`src/rtl/instr_sequencer.sv`:
```
`default_nettype none
// ============================================================================
//  Module   : instr_sequencer
//  Purpose  : Feeds a stored program of 16-bit instruction words to
//             simple_processor, one instruction at a time: present the word
//             on DIN, pulse run, wait for done, advance. A watchdog aborts
//             the run if the processor never answers.
//  Revision : 1.0  initial release
// ----------------------------------------------------------------------------
//  Parameters
//    DEPTH        program memory words (must equal 2**AW)
//    AW           program address width
//    DONE_TIMEOUT WAIT cycles without done before the watchdog fires (1..255)
//  Ports
//    clk_50MHz    in   system clock, rising edge
//    reset_n      in   asynchronous active-low reset
//    prog_we      in   program write strobe (IDLE only)
//    prog_addr    in   program write address [AW]
//    prog_data    in   instruction word to write [16]
//    prog_len     in   instructions to run, 0..DEPTH [AW+1]
//    start        in   start request (IDLE only)
//    halt         in   stop request, sampled between instructions
//    done         in   instruction complete, from the processor
//    run          out  one-cycle issue strobe
//    DIN          out  instruction word to the processor [16]
//    pc           out  index of the current instruction [AW]
//    busy         out  high in every state except IDLE
//    finished     out  one-cycle pulse at normal end of a sequence
//    timeout_err  out  sticky watchdog flag
//  Build option
//    INSTR_SEQ_LOOP_EN  when defined, the program repeats until halt,
//                       watchdog timeout or reset.
// ============================================================================
module instr_sequencer #(
  parameter int DEPTH        = 16,
  parameter int AW           = 4,
  parameter int DONE_TIMEOUT = 255
) (
  input  logic          clk_50MHz,
  input  logic          reset_n,
  input  logic          prog_we,
  input  logic [AW-1:0] prog_addr,
  input  logic [15:0]   prog_data,
  input  logic [AW:0]   prog_len,
  input  logic          start,
  input  logic          halt,
  input  logic          done,
  output logic          run,
  output logic [15:0]   DIN,
  output logic [AW-1:0] pc,
  output logic          busy,
  output logic          finished,
  output logic          timeout_err
);

  localparam logic [7:0] C_TIMEOUT = 8'(DONE_TIMEOUT);
  localparam logic [AW:0] C_LEN_ONE = (AW+1)'(1);

  typedef enum logic [1:0] {
    S_IDLE  = 2'd0,
    S_ISSUE = 2'd1,
    S_WAIT  = 2'd2,
    S_NEXT  = 2'd3
  } state_e;

  state_e        state_q, state_d;
  logic [AW-1:0] pc_q, pc_d;
  logic [AW:0]   len_q, len_d;
  logic [7:0]    timer_q, timer_d;
  logic          timeout_q, timeout_d;
  logic          finished_q, finished_d;
  logic          mem_we;
  logic [AW:0]   last_idx;
  logic          is_last;

  logic [15:0]   mem [DEPTH];

  // Compare done at AW+1 bits so prog_len == DEPTH ends at pc == DEPTH-1.
  assign last_idx = len_q - C_LEN_ONE;
  assign is_last  = ({1'b0, pc_q} == last_idx);

  always_comb begin
    state_d    = state_q;
    pc_d       = pc_q;
    len_d      = len_q;
    timer_d    = timer_q;
    timeout_d  = timeout_q;
    finished_d = 1'b0;
    mem_we     = 1'b0;

    case (state_q)
      S_IDLE: begin
        // start wins over a same-cycle write; the write is dropped.
        if (start) begin
          if (prog_len != '0) begin
            len_d     = prog_len;
            pc_d      = '0;
            timeout_d = 1'b0;
            state_d   = S_ISSUE;
          end else begin
            finished_d = 1'b1;
          end
        end else if (prog_we) begin
          mem_we = 1'b1;
        end
      end

      S_ISSUE: begin
        timer_d = '0;
        state_d = S_WAIT;
      end

      S_WAIT: begin
        if (done) begin
          state_d = S_NEXT;
        end else begin
          timer_d = timer_q + 8'd1;
          if (timer_d == C_TIMEOUT) begin
            timeout_d = 1'b1;
            pc_d      = '0;
            state_d   = S_IDLE;
          end
        end
      end

      S_NEXT: begin
        if (halt) begin
          finished_d = 1'b1;
          pc_d       = '0;
          state_d    = S_IDLE;
        end
`ifdef INSTR_SEQ_LOOP_EN
        else if (is_last) begin
          pc_d    = '0;
          state_d = S_ISSUE;
        end
`else
        else if (is_last) begin
          finished_d = 1'b1;
          pc_d       = '0;
          state_d    = S_IDLE;
        end
`endif
        else begin
          pc_d    = pc_q + 1'b1;
          state_d = S_ISSUE;
        end
      end

      default: state_d = S_IDLE;
    endcase
  end

  always_ff @(posedge clk_50MHz or negedge reset_n) begin
    if (!reset_n) begin
      state_q    <= S_IDLE;
      pc_q       <= '0;
      len_q      <= '0;
      timer_q    <= '0;
      timeout_q  <= 1'b0;
      finished_q <= 1'b0;
    end else begin
      state_q    <= state_d;
      pc_q       <= pc_d;
      len_q      <= len_d;
      timer_q    <= timer_d;
      timeout_q  <= timeout_d;
      finished_q <= finished_d;
    end
  end

  // Program store: no reset, contents survive across runs.
  always_ff @(posedge clk_50MHz) begin
    if (mem_we) begin
      mem[prog_addr] <= prog_data;
    end
  end

  // Outputs decode from registered state, so an asynchronous reset drops
  // run and DIN immediately.
  assign run         = (state_q == S_ISSUE);
  assign DIN         = (state_q == S_IDLE) ? 16'h0000 : mem[pc_q];
  assign pc          = pc_q;
  assign busy        = (state_q != S_IDLE);
  assign finished    = finished_q;
  assign timeout_err = timeout_q;

endmodule
`default_nettype wire

```
`config.mk`:
```
export PLATFORM = sky130hd
export DESIGN_NAME = instr_sequencer
export DESIGN_NICKNAME = d
export VERILOG_FILES = /design/src/rtl/instr_sequencer.sv
export SDC_FILE = /design/constraint.sdc
export NUM_CORES = 1
export LEC_CHECK = 0
export BUFFER_PORTS_ARGS = -buffer_cell sky130_fd_sc_hd__buf_2
export CAP_MARGIN = 10
export CORE_UTILIZATION = 34
export DETAILED_ROUTE_END_ITERATION = 16
export PLACE_DENSITY_LB_ADDON = 0.25
export SLEW_MARGIN = 20
export SYNTH_ARGS = -nofsm -noshare
export SYNTH_HDL_FRONTEND = slang
export SYNTH_SLANG_ARGS = --single-unit
```
`constraint.sdc`:
```
create_clock -name clk_50MHz -period 3.57 [get_ports clk_50MHz]
set_input_delay 1.071 -clock clk_50MHz [delete_from_list [all_inputs] [get_ports clk_50MHz]]
set_output_delay 1.071 -clock clk_50MHz [all_outputs]
set_load 0.01 [all_outputs]
```
==> reports/qor.csv <==
stage;metric;value;unit
status;status;finished with violations;
status;violations;negative setup slack;
sta;period_needed;3.66;ns
detailed_routing;drc;0;
logic_synthesis;ys_async_sr_fraction;7.58;%
sta;fin_crit_sh;103;%
critical_path;reg2reg_from;state_q[0];
detailed_routing;dr.pass1.iters;5;
grt;antenna_found_initial;0;
critical_path;r2r_cells;6;
sta;skew;0.00857;ns
cells_and_area;drive_gt1_share;37.8;%
logic_synthesis;synth_warnings;0;
place;hpwl;15.2;mm
detailed_routing;via_per_inst;5.05;
critical_path;path_common_cell;mux4_2;
critical_path;critPathLaunchType;register;
critical_path;cp_num_buf_inv;3;
critical_path;crit_slowest_cell;mux4_2;
floorplan;die_y;184;µm
logic_synthesis;syn_nets;593;
cells_and_area;layout.cells.non_filler;1121;
critical_path;crit_required;2.50;ns
power_and_ir_drop;power_density;631;nW/µm²
cts;cts_tree;done;
sta;tightestPinTransition;0.524;ns
sta;drv_slew;0;
grt;grt_pass1_wl;37.3;mm
logic_synthesis;synth_cell_types;43;
worst_hold_path;hold_class;in -> async;
critical_path;r2r_slack;1.06;ns
floorplan;ioPinCount;55;
power_and_ir_drop;ir_drop;348;µV
sta;max_freq;0.273;GHz
cells_and_area;design_area;13500;µm²
place;dpl-instance-area;12300;µm²
critical_path;r2r-end;mem[12][15];
grt;track_usage;15.1;%
logic_synthesis;synthFlopType;edfxtp_1;
critical_path;crit_fanout;8;
critical_path;slowest_delay;0.51;ns
logic_synthesis;ys_ff_latch;277;
logic_synthesis;yosysSeqAreaShare;73.2;%
floorplan;die_w;184;µm
sta;setup_viol;15;
critical_path;arrival;2.59;ns
floorplan;std_cell_rows;66;
detailed_routing;vias;5662;
cts;clkTransAtPathRegs;0.07;ns
sta;final_hold_viol_count;0;
detailed_routing;drtAntennaViolNets;0;
place;port_buffers;54;
logic_synthesis;synth_area;11200;µm²
critical_path;critical_path_class;reg -> out;
cts;numCtsBuffers;28;
logic_synthesis;synth-edff-count;256;
cts;cts_buffer_depth;3;
place;dp_cells;1060;
floorplan;die_area;33700;µm²
grt;grt_max_degree;39;
grt;grt_pass1_vias;6027;
run;cap_viol_max_count;0;
logic_synthesis;synth_cells;554;
cts;clockRootBuffer;clkbuf_16;
detailed_routing;wl;25.2;mm
critical_path;critPathLaunch;pc[0];
cts;cts_htree_levels;1;
detailed_routing;wl_per_cell;22.5;µm
cts;clock_sinks;277;
cts;insertion_delay;0.54;ns
cells_and_area;area_delta_synth_final;20.1;%
cells_and_area;nets;696;
detailed_routing;drt-initial-drc-count;499;
critical_path;end_kind;output port;
sta;fin_ws;-0.0908;ns
floorplan;start_util;34.6;%
cts;holdBufCountCts;0;
floorplan;coreArea;32500;µm²
logic_synthesis;syn_avg_cell_area;20.2;µm²
place;place_congestion;0.725;
power_and_ir_drop;p_leak;4.36;nW
sta;rsz0062_at_grt;yes;
grt;grt_overflow_total;0;
critical_path;crit_path_cell_trace;buf_12, clkbuf_16, mux4_2, mux4_2, and2_4, buf_6;
sta;slew_headroom;65.0;%
critical_path;crit_family;multiplexers;
==> repair_timing <==
| action | in CTS | in global routing |
|---|---|---|
| endpoints found under the setup margin | 16 | 16 |
| buffers inserted | 3 | 2 |
| pin swaps | 0 | 1 |
| gates resized for setup | 17 | 8 |
| cloned | 0 | 4 |
==> synth_stat cells (all sizes together), types with 5 or more instances <==
cell type / count / area [µm²]
inv: 12 / 45.0
nor2: 23 / 86.3
ha: 8 / 100
nand4: 5 / 31.3
mux2: 6 / 67.6
edfxtp: 256 / 7690
nand2: 16 / 60.1
buf: 18 / 125
nor3: 6 / 30.0
clkbuf: 9 / 33.8
and2: 16 / 100
a21oi: 11 / 55.1
nand3: 11 / 55.1
dfrtp: 21 / 526
o21ai: 11 / 55.1
mux4: 80 / 1800
xnor2: 6 / 52.6
==> where the power goes <==
group | switching, mW | internal (mW) | total (mW)
clock | 1.21 | 1.60 | 2.81
sequential | 0.0840 | 3.64 | 3.72
combinational | 0.889 | 1.08 | 1.97
==> cell type report <==
class,count,area [µm²]
Clock buffer,35,727
Tap cell,442,553
Fill cell,2813,19000
Inverter,12,45.0
Multi-Input combinational cell,238,2880
Sequential cell,277,8220
Timing Repair Buffer,100,895
Clock inverter,16,159
Antenna cell,1,2.50
==> cell families after synthesis <==
family / share of synthesized area (%)
flops: 73.2
simple gates: 4.41
mux: 16.9
buf+inv: 1.82
compound gates: 2.16
fa+ha+maj: 0.893
xor+xnor: 0.547
==> worst max path at each step <==
stage,end,slack [ns],depth (start not counted)
2_1_floorplan,mem[0][0],0.41,4
3_3_place_gp,DIN[10],0.35,5
3_5_place_dp,DIN[2],0.35,5
4_1_cts,DIN[15],-0.14,5
5_1_grt,DIN[3],-0.16,6
6_report,DIN[0],-0.09,6
==> metal layers <==
metal	part of all wire (%)	vias up	global-route usage, %
li1	-	2482	-
met1	42	3015	19.1
met2	52	129	27.0
met3	3.9	36	2.20
met4	2.1	0	4.17
met5	0	-	0
==> placed cells by master (no fill, tap or decap), types with 5 or more instances in the layout <==
cell,Yosys,layout
clkbuf_1,9,7
o21ai_0,10,10
nor2_1,23,11
a21oi_1,11,11
buf_4,0,30
mux2_2,6,6
buf_12,0,9
nor2_2,0,12
and2_1,16,5
and2_4,0,11
nand2_1,16,16
nand3_1,11,11
ha_1,8,8
clkbuf_16,0,32
nand4_1,5,5
edfxtp_1,256,256
inv_1,12,12
buf_2,7,43
buf_6,5,13
dfrtp_1,21,19
xnor2_1,6,6
mux4_2,80,80
==> stage by stage <==
step	total power, mW	util (%)	worst slack [ns]	setup TNS (ns)	hold slack (ns)
after floorplan	4.95	-	0.413	0	0.500
after global placement	5.43	38.0	0.347	0	0.501
after detailed placement	5.47	38.0	0.345	0	0.505
after CTS	8.42	41.0	-0.137	-1.76	0.491
after global routing	8.85	41.5	-0.156	-1.97	0.510
final	8.51	41.5	-0.0908	-1.13	0.490
==> registers in the layout, summed over array words and instances (netlist names) <==
name and count:
pc 4, len_q 5, timeout_err 1, mem 256, state_q 2, timer_q 8, finished 1
Note: power is estimated with default switching activity, not from simulation.
